`config.mk`:
```
export PLATFORM = sky130hd
export DESIGN_NAME = restoring_divider_16bit
export DESIGN_NICKNAME = d
export VERILOG_FILES = /design/src/rtl/divider_pkg.sv /design/src/rtl/adder_nbit.sv /design/src/rtl/subtractor_nbit.sv /design/src/rtl/restoring_divider_16bit.sv
export SDC_FILE = /design/constraint.sdc
export NUM_CORES = 1
export LEC_CHECK = 0
export CORE_ASPECT_RATIO = 1.75
export CORE_UTILIZATION = 45
export CTS_CLUSTER_DIAMETER = 100
export DETAILED_ROUTE_END_ITERATION = 12
export PLACE_DENSITY_LB_ADDON = 0.05
export SLEW_MARGIN = 5
export SYNTH_ARGS = -nofsm -noshare
export SYNTH_HDL_FRONTEND = slang
export SYNTH_SLANG_ARGS = --single-unit
```
`constraint.sdc`:
```
create_clock -name clk -period 8.5 [get_ports clk]
set_input_delay 1.7 -clock clk [delete_from_list [all_inputs] [get_ports clk]]
set_output_delay 1.7 -clock clk [all_outputs]
set_load 0.03 [all_outputs]
```
`src/rtl/divider_pkg.sv`:
```
// Shared definitions for the multi-cycle divider family.
package divider_pkg;

   typedef enum logic [1:0] {IDLE, CALC, DONE} div_state_t;

   localparam int DIV_WIDTH_DEFAULT = 16;

endpackage

```
`src/rtl/adder_nbit.sv`:
```
// Parameterised ripple-carry adder: sum = a + b + carry_in, one full adder per bit.
module adder_nbit #(
   parameter int WIDTH = 16
) (
   input  logic [WIDTH-1:0] a,
   input  logic [WIDTH-1:0] b,
   input  logic             carry_in,
   output logic [WIDTH-1:0] sum,
   output logic             carry_out
);

   logic [WIDTH:0] carry;

   assign carry[0] = carry_in;

   genvar i;
   generate
      for (i = 0; i < WIDTH; i++) begin : g_bit
         assign sum[i]     = a[i] ^ b[i] ^ carry[i];
         assign carry[i+1] = (a[i] & b[i]) | (carry[i] & (a[i] ^ b[i]));
      end
   endgenerate

   assign carry_out = carry[WIDTH];

endmodule

```
`src/rtl/subtractor_nbit.sv`:
```
// a - b via the ripple adder (b inverted, carry_in = 1); carry-out high means no borrow.
module subtractor_nbit #(
   parameter int WIDTH = 17
) (
   input  logic [WIDTH-1:0] a,
   input  logic [WIDTH-1:0] b,
   output logic [WIDTH-1:0] diff,
   output logic             no_borrow
);

   adder_nbit #(.WIDTH(WIDTH)) u_adder (
      .a         (a),
      .b         (~b),
      .carry_in  (1'b1),
      .sum       (diff),
      .carry_out (no_borrow)
   );

endmodule

```
`src/rtl/restoring_divider_16bit.sv`:
```
// Multi-cycle unsigned restoring divider: one trial subtraction per cycle, WIDTH cycles per divide.
module restoring_divider_16bit
   import divider_pkg::*;
#(
   parameter int WIDTH = DIV_WIDTH_DEFAULT
) (
   input  logic             clk,
   input  logic             rst,
   input  logic             start,
   input  logic [WIDTH-1:0] dividend,
   input  logic [WIDTH-1:0] divisor,
   output logic             busy,
   output logic             done,
   output logic [WIDTH-1:0] quotient,
   output logic [WIDTH-1:0] remainder,
   output logic             div_by_zero
);

   localparam int               CNT_W     = $clog2(WIDTH) + 1;
   localparam logic [CNT_W-1:0] LAST_ITER = CNT_W'(WIDTH - 1);

   div_state_t       state;
   logic [CNT_W-1:0] iter_count;
   logic [WIDTH-1:0] rem_reg;
   logic [WIDTH-1:0] quo_reg;
   logic [WIDTH-1:0] divisor_reg;

   logic [WIDTH:0]   partial;
   logic [WIDTH:0]   trial;
   logic             no_borrow;
   logic             trial_msb_unused;
   logic [WIDTH-1:0] next_rem;
   logic [WIDTH-1:0] next_quo;

   // The shifted partial remainder keeps the bit shifted out of R as its MSB, so
   // divisors with the top bit set still compare correctly against it.
   assign partial = {rem_reg, quo_reg[WIDTH-1]};

   subtractor_nbit #(.WIDTH(WIDTH + 1)) u_sub (
      .a         (partial),
      .b         ({1'b0, divisor_reg}),
      .diff      (trial),
      .no_borrow (no_borrow)
   );

   assign trial_msb_unused = trial[WIDTH];
   assign next_rem         = no_borrow ? trial[WIDTH-1:0] : partial[WIDTH-1:0];
   assign next_quo         = {quo_reg[WIDTH-2:0], no_borrow};

   assign busy = (state == CALC);
   assign done = (state == DONE);

   // DONE accepts a new start just like IDLE, which allows back-to-back divides.
   always_ff @(posedge clk) begin
      if (rst) begin
         state       <= IDLE;
         iter_count  <= '0;
         rem_reg     <= '0;
         quo_reg     <= '0;
         divisor_reg <= '0;
         quotient    <= '0;
         remainder   <= '0;
         div_by_zero <= 1'b0;
      end else begin
         case (state)
            IDLE, DONE: begin
               if (start) begin
                  divisor_reg <= divisor;
                  quo_reg     <= dividend;
                  rem_reg     <= '0;
                  iter_count  <= '0;
                  if (divisor == '0) begin
                     state       <= DONE;
                     quotient    <= '1;
                     remainder   <= dividend;
                     div_by_zero <= 1'b1;
                  end else begin
                     state       <= CALC;
                     quotient    <= '0;
                     remainder   <= '0;
                     div_by_zero <= 1'b0;
                  end
               end else begin
                  state <= IDLE;
               end
            end
            CALC: begin
               rem_reg    <= next_rem;
               quo_reg    <= next_quo;
               iter_count <= iter_count + 1'b1;
               if (iter_count == LAST_ITER) begin
                  state       <= DONE;
                  quotient    <= next_quo;
                  remainder   <= next_rem;
                  div_by_zero <= 1'b0;
               end
            end
            default: state <= IDLE;
         endcase
      end
   end

   always @(posedge clk) begin
      if (!rst && !busy) begin
         assert (!$isunknown(start))
            else $error("restoring_divider_16bit: start is X/Z while sampled");
         if (start === 1'b1) begin
            assert (!$isunknown({dividend, divisor}))
               else $error("restoring_divider_16bit: operands are X/Z on start");
         end
      end
   end

endmodule

```
==> key figures, run 1 <==
Route
  – Routed wire per std cell: 15.30 um
  – Via density: 5.362
  – Wl on met1: 3938 um
  – Routed vias: 3,351
  – First-pass DRT Iterations: 5
  – Post-detailed-route count of antenna-violating nets: 0
  – DR top layer: met4
  – WL met3: 375 um
  – Met2 WL: 5105 um
  – Initial drt markers: 296
  – # DRC: 0
  – Final WL: 9561 um

Worst setup path
  – Critical Path End: remainder[12]
  – Reg2Reg Depth: 23
  – Crit path kind: register to register
  – Cell mode on critical path: fa_1
  – CP endpoint kind: register
  – Critical Path Start Type: register
  – R2R Setup Slk: 920 ps
  – Critical path cell sequence: inv_1 -> ha_1 -> inv_1 -> fa_1 -> fa_1 -> fa_1 -> fa_1 -> fa_1 -> fa_1 -> fa_1 -> fa_1 -> fa_1 -> fa_1 -> fa_1 -> fa_1 -> fa_1 -> inv_1 -> fa_1 -> fa_1 -> nand2b_1 -> mux2_2 -> nand2_1 -> a311oi_1
  – Slowest CP cell: nand2b_1
  – Crit path largest cell delay: 500 ps
  – Req. time, crit path: 8750 ps
  – Origin of the worst setup path: quo_reg[15]
  – CP max FO: 21
  – CP arrival: 7830 ps
  – Reg2reg end: remainder[12]
  – R2R Path Start: quo_reg[15]

Logic synthesis
  – Post-synth EDFFs: 0
  – #FFs+latches synth: 88
  – Post-Syn Area per Cell: 8.687 sq um
  – Post-synth ARST share: 0
  – YS warnings: 0
  – Syn Inst Count: 456
  – Most frequent cell after synthesis: nand2_1
  – Synth Cell Area: 3961 sq um
  – Synth top area share: 0.4447
  – Top cells by count, synth: 98 x nand2_1, 88 x dfxtp_1, 53 x a21oi_1, 33 x nand3_1, 24 x nor2_1
  – Sequential share of the synthesized area: 0.4447
  – Cell type with the largest total area after synthesis: dfxtp_1
  – Distinct cells, synth: 34
  – Post-synthesis net count: 509
  – Top post-synthesis cells by area: dfxtp_1 44%, nand2_1 9.3%, fa_1 7.6%
  – Post-synth top flop: dfxtp_1

Placed design
  – Gpl congestion: 0.8144
  – PortBufs: 69
  – DP HPWL: 6562 um

Timing
  – RSZ-0062 raised after global routing: false
  – Final setup violation count: 0
  – Final slew viol count: 0
  – Slew of the pin with the lowest slew margin: 946.3 ps
  – Clock Skew: 7.358 ps
  – Fmax: 131.9 MHz
  – Final Hold Vio Count: 0
  – Period minus WS final: 7582 ps
  – Final cycle utilization of the critical path: 0.8920
  – Slew headroom: 0.3692
  – TNS Setup: 0 ps

Clock network
  – CTS sink count: 88
  – CTS root buf: clkbuf_16
  – Clock Path Buffers: 2
  – Total CTS buffers: 9
  – H-Tree Depth: 3
  – Post-CTS Setup Repair Bufs: 0
  – CTS tree: yes
  – # hold bufs at CTS: 0
  – Post_cts resized: 0
  – Worst skew pair latency: 340 ps
  – Clock transition at the registers of the reported paths: 60 ps

Finish
  – Layout Nets: 558
  – Layout area overhead: 25.68%
  – Share of layout cells above drive strength 1: 0.08627
  – # diodes: 0
  – Fin util: 0.5911

Pwr
  – Power per cell area: 239.1 nW/um^2
  – Sw power: 327.5 uW
  – Sw Ratio: 0.2751
  – Internal: 862.9 uW
  – Logic pwr share: 0.221
  – Clk pwr share: 0.390
  – Flop pwr share: 0.389
  – Maximum vdd ir drop: 0.1526 mV
  – Lkg Pwr: 1.723 nW

GRT
  – Antenna violations before repair: 0
  – First-pass GRT wire length: 15,770 um
  – Gr ovfl total: 0
  – Largest net degree at the start of global routing: 89
  – Vias in the first global route: 3,355
  – GRT Util Overall: 0.2235

Floorplanning
  – I/O pin count: 70
  – Die X: 72.93 um
  – Starting Density: 0.4703
  – Die ar.: 9197 sq um
  – Die H: 126.1 um
  – Core box area: 8423 sq um
  – Row count: 44

Worst hold path
  – Hold path depth: 2
  – Worst hold-check path type: register to register

Outcome
  – Outcome: finished, final reports clean

Job
  – Max cap viols: 0
==> critical path: cells and delay by family, from the launching register on <==
kind / cells / cell delay (ps)
adders and majority gates: 16 / 5700
and+or+nand+nor: 2 / 590
muxes: 1 / 400
DFF: 1 / 320
AOI/OAI and AO/OA: 1 / 290
buffers and inverters: 3 / 190
==> worst min path at each step <==
stage	startpoint	end	slack, ps
final	divisor_reg[9]	divisor_reg[9]	450
after global routing	div_by_zero	div_by_zero	480
after CTS	divisor_reg[1]	divisor_reg[1]	460
after detailed placement	divisor_reg[1]	divisor_reg[1]	450
after global placement	div_by_zero	div_by_zero	450
after floorplan	rem_reg[15]	rem_reg[15]	430
==> layout by cell type, fill, tap and decap left out, types with 2 or more instances in the layout <==
cell / n
a21oi_1: 53
a22oi_1: 17
a311oi_1: 15
a31oi_1: 16
buf_4: 6
bufinv_16: 3
clkbuf_16: 9
clkbuf_8: 2
clkdlybuf4s50_1: 68
dfxtp_1: 88
fa_1: 15
ha_1: 3
inv_1: 19
mux2_2: 14
nand2_1: 98
nand2b_1: 3
nand3_1: 33
nand3b_1: 2
nor2_1: 24
nor4_1: 4
o211ai_1: 3
==> routing by layer <==
| layer | vias to the layer above | GRT usage |
|---|---|---|
| met2 | 94 | 0.3964 |
| met3 | 11 | 0.03760 |
| met1 | 1576 | 0.2623 |
| met4 | 0 | 0.08535 |
| met5 | - | 0 |
| li1 | 1670 | - |
==> cell type report <==
type | count | area [sq um]
fillers | 808 | 3445
clock inverters | 5 | 102.6
repair buffers | 75 | 730.7
flip-flops and latches | 88 | 1762
multi-input cells | 311 | 1912
clock buffers | 11 | 252.7
inverters | 20 | 75.07
well taps | 115 | 143.9
==> per-stage QoR <==
step / setup slack, ps / power (mW) / cell area, sq um / std cells / hold WS [ps]
5_1_grt: 577.1 / 1.244 / 4979 / 625 / 475.8
3_5_place_dp: 1000 / 0.7355 / 4623 / 609 / 447.0
4_1_cts: 955.2 / 1.199 / 4979 / 625 / 455.4
2_1_floorplan: 1842 / 0.6583 / 3961 / 456 / 431.2
3_3_place_gp: 1134 / 0.7279 / 4623 / 609 / 445.0
6_report: 918.0 / 1.190 / 4979 / 625 / 453.9
==> power by group through the flow <==
stage	sequential, mW	combinational (mW)	clock (mW)
final	0.463	0.263	0.464
after global routing	0.467	0.290	0.486
after CTS	0.464	0.264	0.472
after detailed placement	0.473	0.263	0
after global placement	0.472	0.256	0
after floorplan	0.482	0.176	0
==> cells by family after synthesis <==
logic type               synth area share
AND/OR/NAND/NOR                    0.1838
AO/OA/AOI/OAI                      0.1731
multiplexers                      0.03980
flip-flops                         0.4447
adder cells (fa/ha/maj)           0.08528
buffers and inverters             0.07328
No activity file was read; power rests on OpenSTA's default activity.
==> inputs of run 2 (changes only) <==
- SKIP_LAST_GASP: default -> 1
==> results of run 2 <==
The final DEF is identical to that of run 1; final timing and power are the same.
